`config.mk`:
```
export PLATFORM = sky130hd
export DESIGN_NAME = spawn_param_gen
export DESIGN_NICKNAME = d
export VERILOG_FILES = /design/src/rtl/spawn_param_gen.sv
export SDC_FILE = /design/constraint.sdc
export NUM_CORES = 1
export LEC_CHECK = 0
export CORE_MARGIN = 2
export CORE_UTILIZATION = 45
export DETAILED_ROUTE_END_ITERATION = 7
export DONT_BUFFER_PORTS = 1
export PLACE_DENSITY = 0.57
export SLEW_MARGIN = 30
export SYNTH_ARGS = -nofsm -noshare
export SYNTH_HDL_FRONTEND = slang
export SYNTH_SLANG_ARGS = --single-unit
```
`constraint.sdc`:
```
create_clock -name Clk -period 2.3 [get_ports Clk]
set_input_delay 0.46 -clock Clk [delete_from_list [all_inputs] [get_ports Clk]]
set_output_delay 0.46 -clock Clk [all_outputs]
set_load 0.05 [all_outputs]
```
`src/rtl/spawn_param_gen.sv`:
```
// spawn_param_gen: per-frame pseudo-random spawn X/speed/direction with a frame-driven difficulty level
module spawn_param_gen #(
  parameter logic [15:0] SEED = 16'hACE1,
  parameter int X_MIN = 30,
  parameter int X_SPAN = 571,
  parameter int LEVEL_FRAMES = 600,
  parameter int MAX_LEVEL = 7
) (
  input  logic       Clk,
  input  logic       Reset,
  input  logic       frame_tick,
  input  logic       freeze,
  input  logic       level_clr,
  output logic [9:0] set_position_x,
  output logic [4:0] x_speed,
  output logic [4:0] y_speed,
  output logic       sign,
  output logic [2:0] level,
  output logic       spawn_valid
);
  localparam int CW = (LEVEL_FRAMES > 1) ? $clog2(LEVEL_FRAMES) : 1;
  localparam logic [CW-1:0] CNT_LAST = CW'(LEVEL_FRAMES - 1);
  localparam logic [9:0] XMIN = 10'(X_MIN);
  localparam logic [9:0] XSPAN = 10'(X_SPAN);
  localparam logic [2:0] LMAX = 3'(MAX_LEVEL);
  logic [15:0] lfsr, lfsr_nxt, snap;
  logic [CW-1:0] frame_cnt;
  logic [2:0] lvl0, lvl1, ys_raw;
  logic [9:0] red;
  logic [1:0] xs;
  logic sg, v0, v1;
  assign lfsr_nxt = (lfsr == 16'h0) ? SEED : ({1'b0, lfsr[15:1]} ^ (lfsr[0] ? 16'hB400 : 16'h0));
  // free-running Galois LFSR, self-recovers from the all-zero lockup state
  always_ff @(posedge Clk or negedge Reset) begin
    if (!Reset) lfsr <= SEED;
    else lfsr <= lfsr_nxt;
  end
  // frame counter and saturating difficulty level; clear wins over a concurrent tick
  always_ff @(posedge Clk or negedge Reset) begin
    if (!Reset) begin
      frame_cnt <= '0;
      level <= 3'd0;
    end else if (level_clr) begin
      frame_cnt <= '0;
      level <= 3'd0;
    end else if (frame_tick && !freeze) begin
      frame_cnt <= (frame_cnt == CNT_LAST) ? '0 : frame_cnt + 1'b1;
      level <= (frame_cnt == CNT_LAST && level < LMAX) ? level + 3'd1 : level;
    end
  end
  // snapshot on tick, then range-reduce the X field with a single conditional subtract
  always_ff @(posedge Clk or negedge Reset) begin
    if (!Reset) begin
      v0 <= 1'b0;
      v1 <= 1'b0;
      snap <= 16'h0;
      lvl0 <= 3'd0;
      red <= 10'd0;
      ys_raw <= 3'd0;
      xs <= 2'd0;
      sg <= 1'b0;
      lvl1 <= 3'd0;
    end else begin
      v0 <= frame_tick;
      v1 <= v0;
      if (frame_tick) begin
        snap <= lfsr;
        lvl0 <= level;
      end
      if (v0) begin
        red <= (snap[9:0] >= XSPAN) ? snap[9:0] - XSPAN : snap[9:0];
        ys_raw <= snap[12:10];
        xs <= snap[15:14];
        sg <= snap[13];
        lvl1 <= lvl0;
      end
    end
  end
  // output registers hold between updates; spawn_valid pulses for one cycle per update
  always_ff @(posedge Clk or negedge Reset) begin
    if (!Reset) begin
      set_position_x <= 10'd300;
      x_speed <= 5'd0;
      y_speed <= 5'd0;
      sign <= 1'b0;
      spawn_valid <= 1'b0;
    end else begin
      spawn_valid <= v1;
      if (v1) begin
        set_position_x <= red + XMIN;
        x_speed <= {3'b0, xs};
        sign <= sg;
        y_speed <= {2'b0, (ys_raw < lvl1) ? ys_raw : lvl1};
      end
    end
  end
endmodule

```
==> impl_metrics.ini, run 1 <==
[run_status]
status = complete, but fails checks
violations = hold timing

[sta]
fmax_mhz = 579
rsz0062_at_grt = false
timing.final.crit_period_ps = 1730
slew_headroom_pct = 52.6
finalHoldViolCount = 80
holdWs_ps = -198
skew_ps = 14.1
setup_tns_ps = 0
setup_violations = 0
finalCritPeriodShare_pct = 75.1
slew_viol_final = 0
tightest_slew_ps = 711

[die]
die_area_um2 = 9070
core_area_um2 = 8130
num_rows = 33
die_w_um = 95.2
start_util_pct = 46.0
io_pins = 30
die_y_um = 95.2

[synthesis]
ys_top_cells_by_area = dfrtp_1 (49%), mux2_2 (8.7%), dfstp_2 (8.4%), a21oi_1 (3.1%), xor2_1 (3.0%)
synth_compound_gate_area_share_pct = 8.75
synth_edf_count = 0
synth_top_family_by_area = simple AND/OR/NAND/NOR gates
yosys_warnings = 0
synth_most_common_cell = dfrtp_1
ys.flop_type = dfrtp_1
ys_ff_latch = 86
synth.top_cell.area_share_pct = 49.4
yosysSeqAreaShare_pct = 57.9
synthAdderAreaFrac_pct = 2.00
synth_area_leader_cell = dfrtp_1
async_flop_share_pct = 100
netlist-cell-type-count = 42
avgSynthCellArea_um2 = 11.4
muxShareOfSynthArea_pct = 9.79
syn_area_um2 = 3740
synthXorXnorAreaFrac_pct = 4.91
syn_inst = 328
yosys.area_share.simple_pct = 12.2
synth_commonest_cells = dfrtp_1 (74), mux2_2 (29), a21oi_1 (23), nand2_1 (23), nor2_1 (22)

[clock_tree]
post-cts-setup-buffer-count = 0
clk_path_buf_depth = 2
clock_latency_ps = 340
cts_tree = yes
root_buffer = clkbuf_8
cts-buffers-inserted = 9
clkTransAtPathRegs_ps = 90
htreeDepth = 3
cts_resized = 0
clock_sinks = 86

[route]
ant_nets = 0
drt_iter0_drc = 71
wirelength_um = 6190
via_per_inst = 5.21
via_count = 2244
route.detailed.drc = 0
dr.pass1.iters = 4
wl_per_cell_um = 14.4

[placed_design]
io_buffer_count = 0
gp_congestion = 0.767
dp_hpwl_um = 4260
dpl_cell_area_um2 = 3800

[global_route]
antenna_found_initial = 0
grt_pass1_vias = 2156
grt_overflow = 0
grt_pass1_wl_um = 10400
grt_max_degree = 87
track_usage_pct = 14.8

[layout]
finalCoreUtilization_pct = 49.1
antenna_cells = 0
nets = 332
postLayoutCellArea_um2 = 3990
syn_to_final_growth_pct = 6.62
drive_gt1_share_pct = 19.9

[min_path]
holdCritPathClass = in2async

[power_and_ir_drop]
power.leakage_nw = 1.66
p_per_area_nw_per_um2 = 801
power_mw = 3.20
peakVddDrop_mv = 0.302

[setup_path]
crit_type = reg2reg
startpoint_type = flop
setup.reg_to_reg.worst_slack_ps = 570
worstPathRequired_ps = 2520
path_max_fanout = 8
regToRegEndpoint = red[0]$_DFFE_PN0P_
reg2reg_depth = 5
endpoint_kind = flop
worst_ep_arrival_time_ps = 1950
rr_startpoint = snap[0]$_DFFE_PN0P_

[run]
cap_violations = 0
## final cells by class
cell class,instances,area [µm²]
Clock buffer,10,128
Multi-Input combinational cell,210,1430
Clock inverter,6,68.8
Inverter,10,37.5
Fill cell,723,4140
Tap cell,105,131
Sequential cell,86,2170
Timing Repair Buffer,4,30.0
## layer usage
metal / part of all wire, % / wire, µm / global-route usage [%]
met1: 50 / 3100 / 21.0
met2: 46 / 2840 / 22.2
met3: 2.9 / 181 / 3.00
met4: 1.1 / 68 / 6.16
met5: 0 / 0 / 0
## state kept, by name (all words and copies together) (netlist names), 2 cells and up
register and cells:
level 3, xs 2, frame_cnt 10, x_speed 2, snap 16, red 10, lvl1 3, set_position_x 10
lfsr 16, y_speed 3, lvl0 3, ys_raw 3
## critical path, cell delays in order (launching register included)
cell and delay [ps]:
dfrtp_1 420, ha_1 240, o2111ai_1 490, a21o_1 240, xor2_1 150, a21oi_1 80
## cell families (layout without fill, tap and decap cells)
group                    Yosys count  after routing
AO/OA/AOI/OAI                     54             54
AND/OR/NAND/NOR                   91             91
XOR/XNOR                          21             21
multiplexers                      33             33
other                              1              5
buffers and inverters             36             30
adder cells (fa/ha/maj)            6              6
flip-flops                        86             86
## worst max path at each step
stage | endpoint | slack, ps | startpoint
2_1_floorplan | frame_cnt[9]$_DFFE_PN0P_ | 700 | freeze
3_3_place_gp | red[0]$_DFFE_PN0P_ | 610 | snap[0]$_DFFE_PN0P_
3_5_place_dp | red[0]$_DFFE_PN0P_ | 580 | snap[0]$_DFFE_PN0P_
4_1_cts | red[0]$_DFFE_PN0P_ | 570 | snap[0]$_DFFE_PN0P_
5_1_grt | level[2]$_DFFE_PN0P_ | 410 | frame_cnt[0]$_DFFE_PN0P_
6_report | red[0]$_DFFE_PN0P_ | 570 | snap[0]$_DFFE_PN0P_
## through the flow
step	setup WS, ps	hold slack [ps]	instances
after global placement	610	166	415
final	572	-198	431
after CTS	571	-216	431
after floorplan	700	164	332
after detailed placement	583	166	415
after global routing	408	-231	431
## layout by cell type (no fill, tap or decap), types with 8 or more instances in the layout
master and instances:
nand2_1 23, xor2_1 13, dfstp_2 12, xnor2_1 8, a21oi_1 23, mux2_2 29, o21ai_0 11, dfrtp_1 74
nor2_1 22, inv_1 10, clkbuf_8 9
## where the power goes
group,switching [mW],internal [mW],total [mW]
Combinational,0.114,0.116,0.230
Clock,0.537,0.510,1.05
Sequential,0.292,1.63,1.92
Power figures use the tool's default switching activity.
==> inputs of run 2 (changes only) <==
==> constraint.sdc (replaced) <==
create_clock -name Clk -period 1.7 [get_ports Clk]
set_input_delay 0.34 -clock Clk [delete_from_list [all_inputs] [get_ports Clk]]
set_output_delay 0.34 -clock Clk [all_outputs]
set_load 0.05 [all_outputs]
==> run 2 against run 1 <==
Compared with the run above:
- power up 34%
- clock power up 29%
- largest cell class unchanged
- worst hold slack worse by 140 ps
- the flow still finishes with violations (hold timing)
- highest routed layer unchanged
==> impl_metrics.ini, run 2 (synthesis results as in run 1) <==
[run_status]
status = complete, but fails checks
violations = hold timing

[power_and_ir_drop]
power.leakage_nw = 1.74
peakVddDrop_mv = 0.469
power_mw = 4.29
p_per_area_nw_per_um2 = 1040

[sta]
holdWs_ps = -338
slew_viol_final = 0
slew_headroom_pct = 58.6
finalHoldViolCount = 86
skew_ps = 13.2
setup_tns_ps = 0
rsz0062_at_grt = false
setup_violations = 0
finalCritPeriodShare_pct = 92.5
timing.final.crit_period_ps = 1570
fmax_mhz = 636
tightest_slew_ps = 621

[clock_tree]
clock_sinks = 86
clk_path_buf_depth = 2
clock_latency_ps = 360
root_buffer = clkbuf_8
htreeDepth = 3
cts-buffers-inserted = 9
clkTransAtPathRegs_ps = 100
cts_tree = yes

[route]
dr_wl_met2_um = 2860
wl_met3_um = 236
via_count = 2361
route.detailed.drc = 0
highest_layer = met4
ant_nets = 0
wl_met1_um = 3400
wirelength_um = 6570
dr.pass1.iters = 4
drt_iter0_drc = 122
via_per_inst = 5.28
wl_per_cell_um = 14.7

[die]
core_area_um2 = 8130
die_w_um = 95.2
die_y_um = 95.2
num_rows = 33
die_area_um2 = 9070
start_util_pct = 46.0
io_pins = 30

[layout]
nets = 348
finalCoreUtilization_pct = 50.6
fill_cells = 720
instances_no_fill = 447
final_cell_mix = dfrtp_1 (74), mux2_2 (29), nand2_1 (23), a21oi_1 (22), nor2_1 (22)
antenna_cells = 0
multiInputGateArea_um2 = 1440
layout_commonest_cell = dfrtp_1
seq_area_um2 = 2170
postLayoutCellArea_um2 = 4120
drive_gt1_share_pct = 23.7
reg.largest.list = lfsr x16, snap x16
syn_to_final_growth_pct = 9.92

[setup_path]
endpoint_kind = flop
setup.reg_to_reg.worst_slack_ps = 130
worstPathRequired_ps = 1950
worst_ep_arrival_time_ps = 1820
path_cells = ha_1, nand4b_1, or3_1, o21ai_0, a21oi_1
cp_slowest_stage_delay_ps = 420
path_max_fanout = 4
crit_type = reg2reg
cpMaxStageDelayCell = or3_1
startpoint_type = flop

[global_route]
grt_pass1_vias = 2271
grt_max_degree = 87
grt_pass1_wl_um = 11200
antenna_found_initial = 0
grt_overflow = 0
track_usage_pct = 15.9

[placed_design]
dp_hpwl_um = 4330
gp_congestion = 0.715
dpl_cell_area_um2 = 3870
io_buffer_count = 0
dp_cells = 425

[min_path]
holdCritPathClass = in2async

[run]
cap_violations = 0
## run 2: per-stage QoR
stage | setup WS [ps] | hold WS (ps)
6_report | 128 | -338
5_1_grt | 3.66 | -381
4_1_cts | 61.6 | -360
3_5_place_dp | 70.7 | 46.1
3_3_place_gp | 108 | 46.1
2_1_floorplan | 113 | 44.4
## run 2: power by group
group          internal, mW  switching, mW
Sequential             2.21          0.386
Combinational         0.174          0.169
Clock                 0.563          0.791
Total                  2.94           1.35
## run 2: timing repair
item | in CTS | in global routing
resized for setup | 0 | 3
endpoints found under the setup margin | 0 | 5
buffers inserted | 0 | 4
endpoints found under the hold margin | 87 | 87
hold buffers | 1 | 1
## run 2: final cells by class
class                           count  area share (%)
Sequential cell                    86            52.6
Inverter                           10           0.912
Timing Repair Buffer               20            3.77
Clock inverter                      7            1.58
Tap cell                          105            3.19
Clock buffer                        9            3.01
Multi-Input combinational cell    210            34.9
## run 2: worst max-delay path, delay by kind of cell (launching register included)
kind / cells / cell delay, ps
simple gates: 2 / 560
compound gates: 2 / 280
fa+ha+maj: 1 / 210
flops: 1 / 410
## run 2: final timing paths
kind	startpoint	cells past startpoint	to
max in group asynchronous	Reset	0	lfsr[6]$_DFF_PN1_
worst max-delay path	frame_cnt[0]$_DFFE_PN0P_	5	level[1]$_DFFE_PN0P_
worst min register to register	lfsr[2]$_DFF_PN0_	0	lfsr[1]$_DFF_PN0_
worst max register to register	frame_cnt[0]$_DFFE_PN0P_	5	level[1]$_DFFE_PN0P_
min in group Clk	level_clr	1	level[1]$_DFFE_PN0P_
worst min-delay path	Reset	0	y_speed[2]$_DFFE_PN0P_
## run 2: routing by layer
metal  up-vias  track usage [%]
met5         -                0
met4         0             4.71
met2        41             21.9
met3         7             5.30
li1       1149                -
met1      1164             23.7
